<file path="config.mk">
export PLATFORM = sky130hd
export DESIGN_NAME = door_lock_ctrl_param_flat
export DESIGN_NICKNAME = d
export VERILOG_FILES = /design/src/rtl/door_lock_ctrl_param_pkg.sv /design/src/rtl/door_lock_ctrl_param_if.sv /design/src/rtl/door_lock_ctrl_param_timer.sv /design/src/rtl/door_lock_ctrl_param.sv /design/src/flat_wrapper.sv
export SDC_FILE = /design/constraint.sdc
export NUM_CORES = 1
export LEC_CHECK = 0
export ABC_AREA = 1
export CORE_ASPECT_RATIO = 1.4
export CORE_UTILIZATION = 60
export DETAILED_ROUTE_END_ITERATION = 12
export GPL_TIMING_DRIVEN = 0
export PLACE_DENSITY = 0.81
export SLEW_MARGIN = 20
export SYNTH_ARGS = -nofsm -noshare
export SYNTH_HDL_FRONTEND = slang
export SYNTH_HIERARCHICAL = 1
export SYNTH_SLANG_ARGS = --single-unit
</file>
<file path="constraint.sdc">
create_clock -name clk -period 7.6 [get_ports clk]
set_input_delay 1.14 -clock clk [delete_from_list [all_inputs] [get_ports clk]]
set_output_delay 1.14 -clock clk [all_outputs]
set_load 0.05 [all_outputs]
</file>
<file path="src/rtl/door_lock_ctrl_param_pkg.sv">
// Shared types and helpers for the parametrised keypad door-lock controller.
package door_lock_ctrl_param_pkg;

   // Controller states, 3-bit encoding
   typedef enum logic [2:0] {
      ST_IDLE     = 3'd0,
      ST_ENTRY    = 3'd1,
      ST_CHECK    = 3'd2,
      ST_FAIL     = 3'd3,
      ST_UNLOCKED = 3'd4,
      ST_PROG     = 3'd5,
      ST_LOCKOUT  = 3'd6
   } state_t;

   // Output bundle layout: {locked, red_light, green_light, alarm}
   localparam logic [3:0] OUT_RED   = 4'b1100;
   localparam logic [3:0] OUT_CHECK = 4'b1000;
   localparam logic [3:0] OUT_GREEN = 4'b0010;
   localparam logic [3:0] OUT_ALARM = 4'b1101;

   // Decode the light/lock bundle for a given state
   function automatic logic [3:0] f_decode(input state_t st);
      logic [3:0] v;
      case (st)
         ST_IDLE, ST_ENTRY, ST_FAIL: v = OUT_RED;
         ST_CHECK:                   v = OUT_CHECK;
         ST_UNLOCKED, ST_PROG:       v = OUT_GREEN;
         ST_LOCKOUT:                 v = OUT_ALARM;
         default:                    v = OUT_RED;
      endcase
      return v;
   endfunction

   // Largest of three timing parameters, sizes the shared timer
   function automatic int f_max3(input int a, input int b, input int c);
      int m;
      m = (a > b) ? a : b;
      m = (m > c) ? m : c;
      return m;
   endfunction

endpackage

</file>
<file path="src/rtl/door_lock_ctrl_param_if.sv">
// Keypad inputs and lock/indicator outputs of the door-lock controller.
interface door_lock_ctrl_param_if #(
   parameter int DIGIT_W = 4,
   parameter int CNT_W   = 3,
   parameter int FAIL_W  = 2
);
   logic [DIGIT_W-1:0] i_key_in;
   logic               i_key_valid;
   logic               i_enter;
   logic               i_relock;
   logic               i_prog;
   logic               o_locked;
   logic               o_red_light;
   logic               o_green_light;
   logic               o_alarm;
   logic [FAIL_W-1:0]  o_fail_count;
   logic [CNT_W-1:0]   o_digit_count;

   modport master (
      output i_key_in, i_key_valid, i_enter, i_relock, i_prog,
      input  o_locked, o_red_light, o_green_light, o_alarm, o_fail_count, o_digit_count
   );

   modport slave (
      input  i_key_in, i_key_valid, i_enter, i_relock, i_prog,
      output o_locked, o_red_light, o_green_light, o_alarm, o_fail_count, o_digit_count
   );
endinterface

</file>
<file path="src/rtl/door_lock_ctrl_param_timer.sv">
// Shared down-timer: load wins, otherwise counts to zero while running.
module lock_timer #(
   parameter int W = 10
) (
   input  logic         clk,
   input  logic         rst_n,
   input  logic         i_load,
   input  logic [W-1:0] i_load_val,
   input  logic         i_run,
   output logic         o_expired
);
   logic [W-1:0] r_cnt;

   // Countdown register, holds at zero until reloaded
   always_ff @(posedge clk or negedge rst_n) begin
      if (!rst_n) begin
         r_cnt <= {W{1'b0}};
      end else if (i_load) begin
         r_cnt <= i_load_val;
      end else if (i_run && (r_cnt != {W{1'b0}})) begin
         r_cnt <= r_cnt - W'(1'b1);
      end else begin
         r_cnt <= r_cnt;
      end
   end

   assign o_expired = i_run && (r_cnt == {W{1'b0}});
endmodule

</file>
<file path="src/rtl/door_lock_ctrl_param.sv">
// Keypad door-lock controller: multi-digit code, retry limit with lockout,
// entry timeout, early relock and code reprogramming around one shared timer.
module door_lock_ctrl_param
   import door_lock_ctrl_param_pkg::*;
#(
   parameter int                            DIGIT_W       = 4,
   parameter int                            CODE_LEN      = 4,
   parameter logic [CODE_LEN*DIGIT_W-1:0]   DEFAULT_CODE  = 16'h1234,
   parameter int                            MAX_TRIES     = 3,
   parameter int                            UNLOCK_TIME   = 100,
   parameter int                            LOCKOUT_TIME  = 1000,
   parameter int                            ENTRY_TIMEOUT = 500
) (
   input logic                   clk,
   input logic                   rst_n,
   door_lock_ctrl_param_if.slave bus
);
   localparam int BUF_W   = CODE_LEN * DIGIT_W;
   localparam int CNT_W   = $clog2(CODE_LEN + 1);
   localparam int FAIL_W  = $clog2(MAX_TRIES + 1);
   localparam int TMR_MAX = f_max3(UNLOCK_TIME, LOCKOUT_TIME, ENTRY_TIMEOUT);
   localparam int TMR_W   = (TMR_MAX > 1) ? $clog2(TMR_MAX) : 1;

   state_t             r_state, w_state_nxt;
   logic [BUF_W-1:0]   r_buf, w_buf_nxt, w_shift;
   logic [BUF_W-1:0]   r_code, w_code_nxt;
   logic [CNT_W-1:0]   r_cnt, w_cnt_nxt;
   logic               r_ovr, w_ovr_nxt;
   logic [FAIL_W-1:0]  r_fail, w_fail_nxt, w_fail_inc;
   logic [3:0]         r_out;
   logic               w_take, w_clear, w_full, w_match;
   logic               w_tmr_load, w_tmr_run, w_tmr_exp;
   logic [TMR_W-1:0]   w_tmr_val;

   assign w_full     = (r_cnt == CNT_W'(CODE_LEN));
   assign w_match    = w_full && !r_ovr && (r_buf == r_code);
   assign w_fail_inc = (r_fail >= FAIL_W'(MAX_TRIES)) ? r_fail : r_fail + FAIL_W'(1'b1);
   assign w_shift    = (r_buf << DIGIT_W) | BUF_W'(bus.i_key_in);

   // Next-state, code write and fail counter; enter beats digits and timer expiry
   always_comb begin
      w_state_nxt = r_state;
      w_code_nxt  = r_code;
      w_fail_nxt  = r_fail;
      w_take      = 1'b0;
      w_clear     = 1'b0;
      case (r_state)
         ST_IDLE: begin
            if (bus.i_key_valid && !bus.i_enter) begin
               w_state_nxt = ST_ENTRY;
               w_take      = 1'b1;
            end else begin
               w_state_nxt = ST_IDLE;
            end
         end
         ST_ENTRY: begin
            if (bus.i_enter) begin
               w_state_nxt = ST_CHECK;
            end else if (bus.i_key_valid) begin
               w_take = 1'b1;
            end else if (w_tmr_exp) begin
               w_state_nxt = ST_IDLE;
               w_clear     = 1'b1;
            end else begin
               w_state_nxt = ST_ENTRY;
            end
         end
         ST_CHECK: begin
            w_clear = 1'b1;
            if (w_match) begin
               w_state_nxt = ST_UNLOCKED;
               w_fail_nxt  = {FAIL_W{1'b0}};
            end else if (w_fail_inc == FAIL_W'(MAX_TRIES)) begin
               w_state_nxt = ST_LOCKOUT;
               w_fail_nxt  = w_fail_inc;
            end else begin
               w_state_nxt = ST_FAIL;
               w_fail_nxt  = w_fail_inc;
            end
         end
         ST_FAIL: begin
            w_state_nxt = ST_IDLE;
            w_clear     = 1'b1;
         end
         ST_UNLOCKED: begin
            if (bus.i_relock || w_tmr_exp) begin
               w_state_nxt = ST_IDLE;
            end else if (bus.i_prog) begin
               w_state_nxt = ST_PROG;
            end else begin
               w_state_nxt = ST_UNLOCKED;
            end
         end
         ST_PROG: begin
            if (bus.i_relock) begin
               w_state_nxt = ST_IDLE;
               w_clear     = 1'b1;
            end else if (bus.i_enter) begin
               w_state_nxt = ST_UNLOCKED;
               w_clear     = 1'b1;
               if (w_full && !r_ovr) begin
                  w_code_nxt = r_buf;
               end else begin
                  w_code_nxt = r_code;
               end
            end else if (bus.i_key_valid) begin
               w_take = 1'b1;
            end else if (w_tmr_exp) begin
               w_state_nxt = ST_UNLOCKED;
               w_clear     = 1'b1;
            end else begin
               w_state_nxt = ST_PROG;
            end
         end
         ST_LOCKOUT: begin
            if (w_tmr_exp) begin
               w_state_nxt = ST_IDLE;
               w_fail_nxt  = {FAIL_W{1'b0}};
            end else begin
               w_state_nxt = ST_LOCKOUT;
            end
         end
         default: begin
            w_state_nxt = ST_IDLE;
            w_clear     = 1'b1;
         end
      endcase
   end

   // Entry buffer: shift digits in until full, then flag overrun; clear on exit
   always_comb begin
      w_buf_nxt = r_buf;
      w_cnt_nxt = r_cnt;
      w_ovr_nxt = r_ovr;
      if (w_clear) begin
         w_buf_nxt = {BUF_W{1'b0}};
         w_cnt_nxt = {CNT_W{1'b0}};
         w_ovr_nxt = 1'b0;
      end else if (w_take && w_full) begin
         w_ovr_nxt = 1'b1;
      end else if (w_take) begin
         w_buf_nxt = w_shift;
         w_cnt_nxt = r_cnt + CNT_W'(1'b1);
      end else begin
         w_buf_nxt = r_buf;
      end
   end

   // Timer reload on every state change and on each digit strobe during entry
   always_comb begin
      w_tmr_load = (w_state_nxt != r_state) || w_take;
      w_tmr_run  = (r_state == ST_ENTRY) || (r_state == ST_PROG) ||
                   (r_state == ST_UNLOCKED) || (r_state == ST_LOCKOUT);
      case (w_state_nxt)
         ST_ENTRY, ST_PROG: w_tmr_val = TMR_W'(ENTRY_TIMEOUT - 1);
         ST_UNLOCKED:       w_tmr_val = TMR_W'(UNLOCK_TIME - 1);
         ST_LOCKOUT:        w_tmr_val = TMR_W'(LOCKOUT_TIME - 1);
         default:           w_tmr_val = {TMR_W{1'b0}};
      endcase
   end

   lock_timer #(.W(TMR_W)) u_timer (
      .clk        (clk),
      .rst_n      (rst_n),
      .i_load     (w_tmr_load),
      .i_load_val (w_tmr_val),
      .i_run      (w_tmr_run),
      .o_expired  (w_tmr_exp)
   );

   // State, buffer, code and counters; outputs registered from the next state
   always_ff @(posedge clk or negedge rst_n) begin
      if (!rst_n) begin
         r_state <= ST_IDLE;
         r_buf   <= {BUF_W{1'b0}};
         r_code  <= DEFAULT_CODE;
         r_cnt   <= {CNT_W{1'b0}};
         r_ovr   <= 1'b0;
         r_fail  <= {FAIL_W{1'b0}};
         r_out   <= OUT_RED;
      end else begin
         r_state <= w_state_nxt;
         r_buf   <= w_buf_nxt;
         r_code  <= w_code_nxt;
         r_cnt   <= w_cnt_nxt;
         r_ovr   <= w_ovr_nxt;
         r_fail  <= w_fail_nxt;
         r_out   <= f_decode(w_state_nxt);
      end
   end

   assign bus.o_locked      = r_out[3];
   assign bus.o_red_light   = r_out[2];
   assign bus.o_green_light = r_out[1];
   assign bus.o_alarm       = r_out[0];
   assign bus.o_fail_count  = r_fail;
   assign bus.o_digit_count = r_cnt;
endmodule

</file>
<file path="src/flat_wrapper.sv">
// flat-port wrapper written by rule: the top's interface ports become plain ports
module door_lock_ctrl_param_flat import door_lock_ctrl_param_pkg::*;
#(
   parameter int                            DIGIT_W       = 4,
   parameter int                            CODE_LEN      = 4,
   parameter logic [CODE_LEN*DIGIT_W-1:0]   DEFAULT_CODE  = 16'h1234,
   parameter int                            MAX_TRIES     = 3,
   parameter int                            UNLOCK_TIME   = 100,
   parameter int                            LOCKOUT_TIME  = 1000,
   parameter int                            ENTRY_TIMEOUT = 500
)
  (clk, rst_n, bus_i_key_in, bus_i_key_valid, bus_i_enter, bus_i_relock, bus_i_prog, bus_o_locked, bus_o_red_light, bus_o_green_light, bus_o_alarm, bus_o_fail_count, bus_o_digit_count);
  door_lock_ctrl_param_if #(.DIGIT_W(DIGIT_W), .CNT_W(3), .FAIL_W(2)) bus_i ();
  input logic clk;
  input logic rst_n;
  input wire logic [$bits(bus_i.i_key_in)-1:0] bus_i_key_in;
  input wire logic [$bits(bus_i.i_key_valid)-1:0] bus_i_key_valid;
  input wire logic [$bits(bus_i.i_enter)-1:0] bus_i_enter;
  input wire logic [$bits(bus_i.i_relock)-1:0] bus_i_relock;
  input wire logic [$bits(bus_i.i_prog)-1:0] bus_i_prog;
  output wire logic [$bits(bus_i.o_locked)-1:0] bus_o_locked;
  output wire logic [$bits(bus_i.o_red_light)-1:0] bus_o_red_light;
  output wire logic [$bits(bus_i.o_green_light)-1:0] bus_o_green_light;
  output wire logic [$bits(bus_i.o_alarm)-1:0] bus_o_alarm;
  output wire logic [$bits(bus_i.o_fail_count)-1:0] bus_o_fail_count;
  output wire logic [$bits(bus_i.o_digit_count)-1:0] bus_o_digit_count;
  assign bus_i.i_key_in = bus_i_key_in;
  assign bus_i.i_key_valid = bus_i_key_valid;
  assign bus_i.i_enter = bus_i_enter;
  assign bus_i.i_relock = bus_i_relock;
  assign bus_i.i_prog = bus_i_prog;
  assign bus_o_locked = bus_i.o_locked;
  assign bus_o_red_light = bus_i.o_red_light;
  assign bus_o_green_light = bus_i.o_green_light;
  assign bus_o_alarm = bus_i.o_alarm;
  assign bus_o_fail_count = bus_i.o_fail_count;
  assign bus_o_digit_count = bus_i.o_digit_count;
  door_lock_ctrl_param #(.DIGIT_W(DIGIT_W), .CODE_LEN(CODE_LEN), .DEFAULT_CODE(DEFAULT_CODE), .MAX_TRIES(MAX_TRIES), .UNLOCK_TIME(UNLOCK_TIME), .LOCKOUT_TIME(LOCKOUT_TIME), .ENTRY_TIMEOUT(ENTRY_TIMEOUT)) u_core (.clk(clk), .rst_n(rst_n), .bus(bus_i));
endmodule
</file>
==> results of run 1 <==
[cell usage in the layout (no fill, tap or decap), drive strengths merged]
cell type / synthesis / layout
nand2: 120 / 120
inv: 63 / 64
dfrtp: 48 / 48
o21ai: 39 / 39
nor2: 36 / 36
nand3: 28 / 28
clkdlybuf4s50: 0 / 17
o22ai: 12 / 12
clkbuf: 4 / 9
dfstp: 7 / 7
a21oi: 7 / 7
xnor2: 6 / 6
buf: 4 / 5
or2: 4 / 4
nand4: 4 / 4
nor3: 4 / 4
ha: 3 / 3
bufinv: 0 / 1
clkinv: 0 / 1
nor4: 1 / 1
o211ai: 1 / 1
o31ai: 1 / 1
a211oi: 1 / 1
a22oi: 1 / 1
conb: 1 / 1
nand3b: 1 / 1
[flip-flops by register name, indices dropped and copies added (netlist names)]
name,cells
u_core/bus.o_digit_count,3
u_core/r_state,3
u_core/r_buf,16
u_core/r_ovr,1
u_core/r_code,16
u_core/bus.o_fail_count,2
u_core/u_timer/r_cnt,10
u_core/r_out,4
[layout make-up]
class / instances / area, µm² / share of cell area, %
repair buffers: 18 / 178 / 5.19
well taps: 64 / 80.1 / 2.34
clock buffers: 5 / 68.8 / 2.01
multi-input cells: 270 / 1370 / 40.0
plain buffers: 8 / 57.6 / 1.68
inverters: 63 / 236 / 6.91
clock inverters: 3 / 47.5 / 1.39
flip-flops and latches: 55 / 1390 / 40.5
[cell usage after synthesis, types with 4 or more instances]
| library cell | count |
|---|---|
| nand2_1 | 110 |
| inv_1 | 57 |
| dfrtp_1 | 48 |
| o21ai_0 | 34 |
| nor2_1 | 33 |
| nand3_1 | 27 |
| o22ai_1 | 10 |
| dfstp_2 | 7 |
| inv_2 | 6 |
| xnor2_1 | 6 |
| a21oi_1 | 5 |
| nand2_2 | 5 |
| nand2_4 | 5 |
| o21ai_2 | 5 |
| clkbuf_1 | 4 |
| nand4_1 | 4 |
| or2_2 | 4 |
[per-stage QoR]
stage / worst slack, ns / instances / total power [mW] / area (µm²)
after floorplan: 4.82 / 396 / 0.972 / 3050
after global placement: 3.78 / 478 / 1.12 / 3310
after detailed placement: 4.08 / 478 / 1.13 / 3300
after CTS: 4.05 / 486 / 1.33 / 3420
after global routing: 3.73 / 486 / 1.43 / 3420
final: 4.07 / 486 / 1.33 / 3420
[power by group]
part	leakage, nW	switching (mW)	internal [mW]	total [mW]
Clock	0.0587	0.0994	0.100	0.199
Sequential	0.720	0.0604	0.366	0.426
Combinational	0.867	0.457	0.244	0.702
[path summary, 6_finish.rpt]
path	depth (start not counted)	from	to	slack (ns)
max	21	u_core/u_timer/r_cnt[0]$_DFFE_PN0P_	u_core/u_timer/r_cnt[3]$_DFFE_PN0P_	4.07
min	2	u_core/r_code[5]$_DFFE_PN1P_	u_core/r_code[5]$_DFFE_PN1P_	0.50
min reg2reg	2	u_core/r_code[5]$_DFFE_PN1P_	u_core/r_code[5]$_DFFE_PN1P_	0.50
max in group asynchronous	1	rst_n	u_core/bus.o_fail_count[1]$_DFFE_PN0P_	6.30
max reg2reg	21	u_core/u_timer/r_cnt[0]$_DFFE_PN0P_	u_core/u_timer/r_cnt[3]$_DFFE_PN0P_	4.07
min in group asynchronous	1	rst_n	u_core/u_timer/r_cnt[4]$_DFFE_PN0P_	0.86
[critical path, delay by kind of cell, from the launching register on]
kind	cells	cell delay, ns
compound gates	2	0.24
buf+inv	4	0.55
simple gates	14	2.00
fa+ha+maj	1	0.26
flops	1	0.41
[cell families after synthesis]
| group | after synthesis | share of synthesized area [%] |
|---|---|---|
| buf+inv | 71 | 9.65 |
| flops | 55 | 45.5 |
| simple gates | 198 | 29.3 |
| fa+ha+maj | 3 | 1.23 |
| compound gates | 62 | 12.5 |
| other cells | 1 | 0.123 |
| xor+xnor | 6 | 1.72 |
[layer usage]
metal  track usage, %  wire length (µm)  share of wire (%)
met5                0                 0                  0
met4             9.94               146                2.4
met3             3.82               166                2.7
met2             46.9              3190                 53
met1             26.8              2570                 42
==> impl_metrics.csv, run 1 <==
group,metric,value,unit
sta,skew,0.00504,ns
yosys,yosysTopAreaCell,"dfrtp_1",
sta,final-setup-viol-count,0,
critical_path,worstSetupPathType,"flop to flop",
critical_path,path_cells,"inv_1 -> ha_1 -> nand2_1 -> nor2_1 -> nand2_1 -> nor3_1 -> nor2_1 -> nand4_1 -> nor2_1 -> nor3_2 -> nand2_1 -> nand2_1 -> nand2_1 -> inv_1 -> nand2_1 -> inv_1 -> buf_2 -> nand2_1 -> o21ai_0 -> nand2_2 -> o21ai_2",
sta,period_needed,3.53,ns
critical_path,max_stage_delay,0.41,ns
clock_tree,clock_latency,0.31,ns
critical_path,crit_fanout,10,
critical_path,cp-end-kind,"flop",
drt,drtIter0Drc,167,
floorplanning,initial_core_util,62.4,%
place,gp_congestion,0.859,
yosys,syn_nets,409,
power,peakVddDrop,0.216,mV
sta,hold_viol,0,
critical_path,startpoint_type,"flop",
clock_tree,cts_buffer_depth,2,
floorplanning,fp.dieArea,5370,µm²
clock_tree,clk_pin_slew_worst_paths,0.10,ns
clock_tree,cts_tree,"built",
sta,rsz0062_at_grt,"no",
global_route,grtUsageTotal,24.4,%
layout,final_util,70.1,%
power,leakagePower,1.65,nW
clock_tree,cts-hold-fix-buffers,0,
yosys,syn_inst,396,
sta,max_slew.worst_pin.slew,0.669,ns
yosys,synth.avg_cell_area,7.69,µm²
yosys,synth_seq_cells,55,
layout,final_nets,434,
sta,slew_headroom,55.4,%
yosys,synth_top_area_share,39.4,%
clock_tree,cts_sinks,55,
layout,drive_above_1_share,12.8,%
clock_tree,cts_buffers,5,
clock_tree,cts_setup_buffers,0,
power,power_density,388,nW/µm²
drt,drc_errors,0,
drt,post_drt_via_cell_ratio,5.19,
global_route,grt-ovfl-total,0,
floorplanning,die_w,62.2,µm
yosys,synth-warning-count,6,
status,outcome,"finished clean",
layout,antennaDiodeCount,0,
critical_path,critPathArrivalTime,3.78,ns
critical_path,worstPathRequired,7.85,ns
layout,syn_to_final_growth,12.3,%
place,io_buffers,18,
floorplanning,core.rowCount,30,
drt,drt-pass1-iter-count,4,
drt,wirelength,6080,µm
sta,max_freq,283,MHz
sta,hold_ws,0.501,ns
sta,maxSlewViolCount,0,
sta,finalCritPeriodShare,46.4,%
yosys,synthArstFlopShare,100,%
critical_path,critPathMostFrequentCell,"nand2_1",
place,dp_hpwl,4490,µm
clock_tree,htree_levels,2,
run,cap_violations,0,
sta,finalSetupTns,0,ns
drt,final_antenna_net_count,0,
global_route,grt_max_degree,56,
floorplanning,core,4880,µm²
yosys,ys_types,35,
hold_path,worstHoldPathType,"flop to flop",
global_route,antenna_found_initial,0,
floorplanning,io_pins,19,
clock_tree,cts_resized,0,
drt,routedWlPerCell,12.5,µm
global_route,grt_pass1_vias,2457,
yosys,synth-seq-area-share,45.5,%
drt,vias,2523,
floorplanning,fp.dieH,86.3,µm
yosys,synth-main-ff-cell,"dfrtp_1",
yosys,synth_area,3050,µm²
global_route,grt_pass1_wl,10400,µm
yosys,synthTopCellsByArea,"dfrtp_1, nand2_1, inv_1",
yosys,synth-edff-count,0,
layout,num-fill-cells,392,
clock_tree,clock-root-buffer,"clkbuf_8",
critical_path,slowest_stage,"dfrtp_1",
(Power assumes the default switching activity.)
==> run 2: changes to the inputs <==
Settings changed: CORE_UTILIZATION 60 to 53, PLACE_DENSITY 0.81 to 0.75.
Clock period 7.6 ns to 3.08 ns, I/O delays scaled along.
==> run 2 against run 1 <==
Hold slack got worse by 0.33 ns. Fmax grew 27%. Sequential power up 150%. Cell count grew 1.9%. Sequential share of layout area fell by 1.1 points. Count of clock-buffer cells in the layout grew 1. Global-route usage down 0.99 points.
==> impl_metrics.csv, run 2 (synthesized netlist as in run 1, its figures left out) <==
group,metric,value,unit
clock_tree,clk_pin_slew_worst_paths,0.09,ns
floorplanning,fp.dieH,91.7,µm
clock_tree,cts_buffers,5,
layout,drive_above_1_share,15.9,%
layout,num-fill-cells,490,
drt,routedWlPerCell,13.0,µm
global_route,grtUsageTotal,23.5,%
power,peakVddDrop,0.465,mV
sta,max_freq,359,MHz
clock_tree,clock-root-buffer,"clkbuf_8",
place,io_buffers,18,
power,power_frac_seq,30.4,%
power,leakagePower,1.68,nW
sta,slew_headroom,54.4,%
critical_path,startpoint_type,"flop",
layout,multi_input_area,1390,µm²
drt,drtIter0Drc,119,
clock_tree,htree_levels,2,
drt,drc_errors,0,
place,dp_hpwl,4710,µm
critical_path,cp-end-kind,"flop",
global_route,grt_max_degree,56,
layout,syn_to_final_growth,15.3,%
clock_tree,cts_buffer_depth,2,
drt,post_drt_via_cell_ratio,5.22,
status,outcome,"finished clean",
drt,wirelength,6450,µm
floorplanning,die_w,66.1,µm
critical_path,worstPathRequired,3.33,ns
power,power_density,987,nW/µm²
layout,final_util,63.6,%
clock_tree,cts_tree,"built",
layout,largestRegisters,"u_core/r_buf: 16 flops, u_core/r_code: 16 flops, u_core/u_timer/r_cnt: 10 flops",
critical_path,slowest_stage,"dfrtp_1",
power,power.internal,1.90,mW
power,swShare,45.2,%
clock_tree,clock_latency,0.31,ns
layout,final_common_cell,"nand2_1",
place,gp_congestion,0.900,
critical_path,max_stage_delay,0.41,ns
critical_path,crit_fanout,10,
layout,register_area,1390,µm²
critical_path,worstSetupPathType,"flop to flop",
critical_path,path_cells,"inv_2 -> ha_2 -> nand2_2 -> nor2_2 -> nand2_2 -> nor3_4 -> nor2_2 -> nand4_1 -> nor2_1 -> nor3_2 -> buf_4 -> nand3_1 -> nand2_1 -> inv_1 -> nand2_2 -> buf_2 -> nand2_1 -> o21ai_0 -> nand2_2 -> o21ai_2",
floorplanning,initial_core_util,55.1,%
critical_path,critPathArrivalTime,3.03,ns
global_route,grt_pass1_vias,2561,
sta,hold_viol,0,
power,pwr-share-comb,53.7,%
sta,finalCritPeriodShare,90.4,%
layout,final_nets,439,
clock_tree,cts-hold-fix-buffers,0,
layout,antennaDiodeCount,0,
drt,final_antenna_net_count,0,
power,power.clock.fraction,16.0,%
clock_tree,cts_sinks,55,
floorplanning,io_pins,19,
drt,drt-pass1-iter-count,4,
sta,final-setup-viol-count,0,
sta,maxSlewViolCount,0,
global_route,antenna_found_initial,0,
sta,max_slew.worst_pin.slew,0.683,ns
layout,most-common-layout-cells,"nand2_1, inv_1, dfrtp_1",
sta,hold_ws,0.173,ns
global_route,grt_pass1_wl,11000,µm
critical_path,critPathMostFrequentCell,"nand2_2",
floorplanning,core.rowCount,32,
hold_path,worstHoldPathType,"input port to asynchronous set/reset pin",
global_route,grt-ovfl-total,0,
floorplanning,core,5530,µm²
sta,period_needed,2.78,ns
sta,skew,0.00974,ns
drt,vias,2584,
power,switchingPower,1.57,mW
floorplanning,fp.dieArea,6060,µm²
run,cap_violations,0,
[run 2: cell types whose count changed in the layout (fill, tap and decap cells not counted), moves of 2 or more]
cell and change:
nand2_2 +3, nand2_1 -3, nor2_1 -2, inv_2 +2
buf_4 +5, nor2_2 +2, inv_1 -2
[run 2: stage by stage]
stage	TNS (ns)	cell area, µm²	cells	total power, mW	setup WS (ns)
4_1_cts	0	3470	492	3.42	0.0274
3_5_place_dp	-2.06	3310	482	2.82	-0.312
5_1_grt	-0.00339	3510	495	3.74	-0.00203
3_3_place_gp	-7.43	3310	482	2.76	-0.283
2_1_floorplan	0	3050	396	2.40	0.299
6_report	0	3510	495	3.47	0.297
[run 2: worst paths after layout]
| path | from | endpoint | slack, ns | depth (start not counted) |
|---|---|---|---|---|
| setup / recovery | u_core/u_timer/r_cnt[0]$_DFFE_PN0P_ | u_core/u_timer/r_cnt[1]$_DFFE_PN0P_ | 0.30 | 20 |
| hold / removal | rst_n | u_core/u_timer/r_cnt[3]$_DFFE_PN0P_ | 0.17 | 1 |
| setup reg to reg | u_core/u_timer/r_cnt[0]$_DFFE_PN0P_ | u_core/u_timer/r_cnt[1]$_DFFE_PN0P_ | 0.30 | 20 |
| hold reg to reg | u_core/r_code[9]$_DFFE_PN1P_ | u_core/r_code[9]$_DFFE_PN1P_ | 0.50 | 2 |
| max in group asynchronous | rst_n | u_core/r_code[0]$_DFFE_PN0P_ | 2.44 | 1 |
| min in group clk | u_core/r_code[9]$_DFFE_PN1P_ | u_core/r_code[9]$_DFFE_PN1P_ | 0.50 | 2 |
[run 2: cell type report]
cell class	count	share of cell area, %
multi-input combinational	270	39.7
sequential	55	39.4
inverter	63	6.73
timing repair buffer	23	6.13
tap	68	2.42
clock buffer	6	2.07
buffer	8	1.85
clock inverter	2	1.71
[run 2: power groups by stage]
stage	registers (mW)	clock network [mW]	logic, mW
detailed placement	1.07	0	1.75
floorplan	1.16	0	1.24
finish	1.05	0.553	1.86
CTS	1.05	0.569	1.80
global route	1.08	0.600	2.06
global placement	1.06	0	1.70
[run 2: metal layers]
metal	routed length (µm)	global-route usage (%)	part of all wire, %
met1	2720	26.4	42
met2	3440	42.1	53
met3	113	4.10	1.8
met4	178	10.1	2.8
met5	0	0	0
[run 2: worst max-delay path, delay by kind of cell (launching register included)]
kind,cells,cell delay [ns]
and+or+nand+nor,13,1.42
AOI/OAI and AO/OA,2,0.15
DFF,1,0.41
buffers and inverters,4,0.52
adders and majority gates,1,0.22
[run 2: repair_timing]
item	in CTS	in global routing
gates resized for setup	4	11
setup endpoints to repair	10	10
buffers inserted	2	3
endpoints found under the hold margin	0	0
pin swaps	1	5
==> run 3: changes to the inputs <==
Settings changed: CORE_UTILIZATION 53 to 45, PLACE_DENSITY 0.75 to 0.66.
Clock period 3.08 ns to 2.5 ns, I/O delays scaled along.
==> run 3 against run 2 <==
Hold slack worse by 0.076 ns. Highest routed layer unchanged. Clock power is 11% lower. Core utilization is 5.8 points lower. Wire length is 11% higher. Count of clock-buffer cells in the layout is 1 lower. The run now ends with setup timing left. First-iteration DRC count is 1.7% lower. Critical path depth is 1 lower. Sequential power is 23% higher. Global-route usage is 2.8 points lower.
==> impl_metrics.csv, run 3 (synthesized netlist as in run 1, its figures left out) <==
group,metric,value,unit
status,outcome,"finished with violations",
status,violations,"setup timing",
critical_path,worstPathBufferInverterCount,3,
floorplanning,fp.dieArea,7110,µm²
layout,antennaDiodeCount,0,
floorplanning,io_pins,19,
sta,skew,0.00562,ns
power,power_density,1280,nW/µm²
sta,period_needed,2.59,ns
sta,max_slew.worst_pin.slew,0.695,ns
global_route,grtUsageTotal,20.7,%
critical_path,cp_top_family,"simple AND/OR/NAND/NOR gates",
critical_path,startpoint_type,"flop",
critical_path,critPathMostFrequentCell,"nand2_2",
sta,max_freq,385,MHz
critical_path,worstPathRequired,2.71,ns
place,gp_congestion,0.850,
drt,drtIter0Drc,117,
layout,final_nets,458,
layout,largestRegisters,"u_core/r_buf: 16 flops, u_core/r_code: 16 flops, u_core/u_timer/r_cnt: 10 flops",
floorplanning,core,6570,µm²
layout,drive_above_1_share,26.9,%
clock_tree,cts_buffer_depth,2,
drt,drc_errors,0,
clock_tree,cts_buffers,5,
floorplanning,fp.dieH,99.4,µm
floorplanning,die_w,71.5,µm
critical_path,worstSetupPathDepth,19,
drt,final_antenna_net_count,0,
sta,hold_ws,0.0970,ns
drt,wirelength,7140,µm
global_route,grt-ovfl-total,0,
global_route,grt_pass1_vias,2558,
clock_tree,clock_latency,0.31,ns
clock_tree,clock-root-buffer,"clkbuf_8",
global_route,grt_max_degree,56,
critical_path,cp-startpoint,"u_core/u_timer/r_cnt[3]$_DFFE_PN0P_",
clock_tree,cts_tree,"built",
floorplanning,initial_core_util,46.4,%
sta,layout_setup_ws,-0.0947,ns
sta,hold_viol,0,
hold_path,worstHoldPathType,"input port to asynchronous set/reset pin",
floorplanning,core.rowCount,35,
sta,rsz0062_at_grt,"yes",
layout,num-fill-cells,616,
place,io_buffers,18,
layout,most-common-layout-cells,"nand2_1, inv_1, dfrtp_1",
clock_tree,htree_levels,2,
layout,final_common_cell,"nand2_1",
global_route,antenna_found_initial,0,
critical_path,cp-end-kind,"flop",
sta,slew_headroom,53.6,%
critical_path,critPathArrivalTime,2.81,ns
power,peakVddDrop,0.589,mV
drt,vias,2724,
drt,routedWlPerCell,13.7,µm
drt,drt-pass1-iter-count,4,
run,cap_violations,0,
clock_tree,clk_pin_slew_worst_paths,0.10,ns
critical_path,worstSetupPathType,"flop to flop",
power,power.total,4.84,mW
layout,syn_to_final_growth,24.5,%
critical_path,crit_fanout,5,
drt,post_drt_via_cell_ratio,5.24,
critical_path,reg2reg_depth,19,
sta,maxSlewViolCount,0,
critical_path,reg2reg_from,"u_core/u_timer/r_cnt[3]$_DFFE_PN0P_",
global_route,grt_pass1_wl,11600,µm
sta,finalCritPeriodShare,104,%
clock_tree,cts_sinks,55,
power,leakagePower,1.79,nW
place,dp_hpwl,4750,µm
critical_path,path_cells,"nor2_4 -> nand2_4 -> nor2_4 -> nand2_2 -> nor3_4 -> nand2_2 -> o211ai_1 -> a21oi_1 -> nor3_2 -> nand2_1 -> nand2_1 -> nand2_2 -> inv_2 -> nand2_4 -> inv_4 -> buf_6 -> nand3_2 -> nor2_2 -> nor2_1",
critical_path,slowest_stage,"dfrtp_2",
critical_path,max_stage_delay,0.47,ns
sta,final-setup-viol-count,9,
-- run 3: area by class of cell --
type                            count  area (µm²)  area share [%]
Multi-Input combinational cell    270        1500            39.6
Buffer                              8        83.8            2.21
Clock buffer                        5        68.8            1.81
Clock inverter                      3        18.8           0.495
Timing Repair Buffer               42         397            10.5
Sequential cell                    55        1390            36.7
Tap cell                           74        92.6            2.44
Inverter                           63         239            6.30
-- run 3: repair_timing --
action | in CTS | in global routing
setup buffers | 14 | 7
hold buffers | 0 | 0
pin swaps | 5 | 23
cloned | 1 | 2
setup endpoints to repair | 10 | 10
gates resized for setup | 17 | 31
-- run 3: power breakdown --
part,internal (mW),leakage (nW),switching (mW),total [mW]
clock,0.198,0.0483,0.296,0.494
combinational,1.28,1.03,1.77,3.05
sequential,1.12,0.713,0.173,1.29
-- run 3: final timing paths --
| kind | slack (ns) | end |
|---|---|---|
| max | -0.09 | u_core/u_timer/r_cnt[7]$_DFFE_PN0P_ |
| min | 0.1 | u_core/u_timer/r_cnt[2]$_DFFE_PN0P_ |
| max reg2reg | -0.09 | u_core/u_timer/r_cnt[7]$_DFFE_PN0P_ |
| min reg2reg | 0.50 | u_core/r_code[12]$_DFFE_PN1P_ |
| max in group asynchronous | 1.90 | u_core/r_state[0]$_DFF_PN0_ |
| min in group clk | 0.50 | u_core/r_code[12]$_DFFE_PN1P_ |
-- run 3: worst register-to-register path: cells and delay by family, from the launching register on --
kind	cells	cell delay, ns
compound gates	2	0.16
buf+inv	3	0.29
flops	1	0.47
simple gates	14	1.58
-- run 3: layer usage --
layer / GRT usage, % / up-vias / routed length [µm]
met4: 7.84 / 0 / 210
met3: 2.84 / 18 / 185
li1: - / 1354 / -
met5: 0 / - / 0
met1: 24.1 / 1299 / 2980
met2: 38.1 / 53 / 3770
-- run 3: through the flow --
step / std cells / instance area [µm²] / TNS [ns] / setup WS [ns] / util (%)
finish: 520 / 3790 / -0.500 / -0.0947 / 57.8
global route: 520 / 3790 / -2.35 / -0.286 / 57.8
CTS: 511 / 3600 / 0 / 0.000813 / 54.8
detailed placement: 488 / 3350 / -4.46 / -0.510 / 51.0
global placement: 488 / 3350 / -37.74 / -0.687 / 51.0
floorplan: 396 / 3080 / 0 / 0.00213 / -
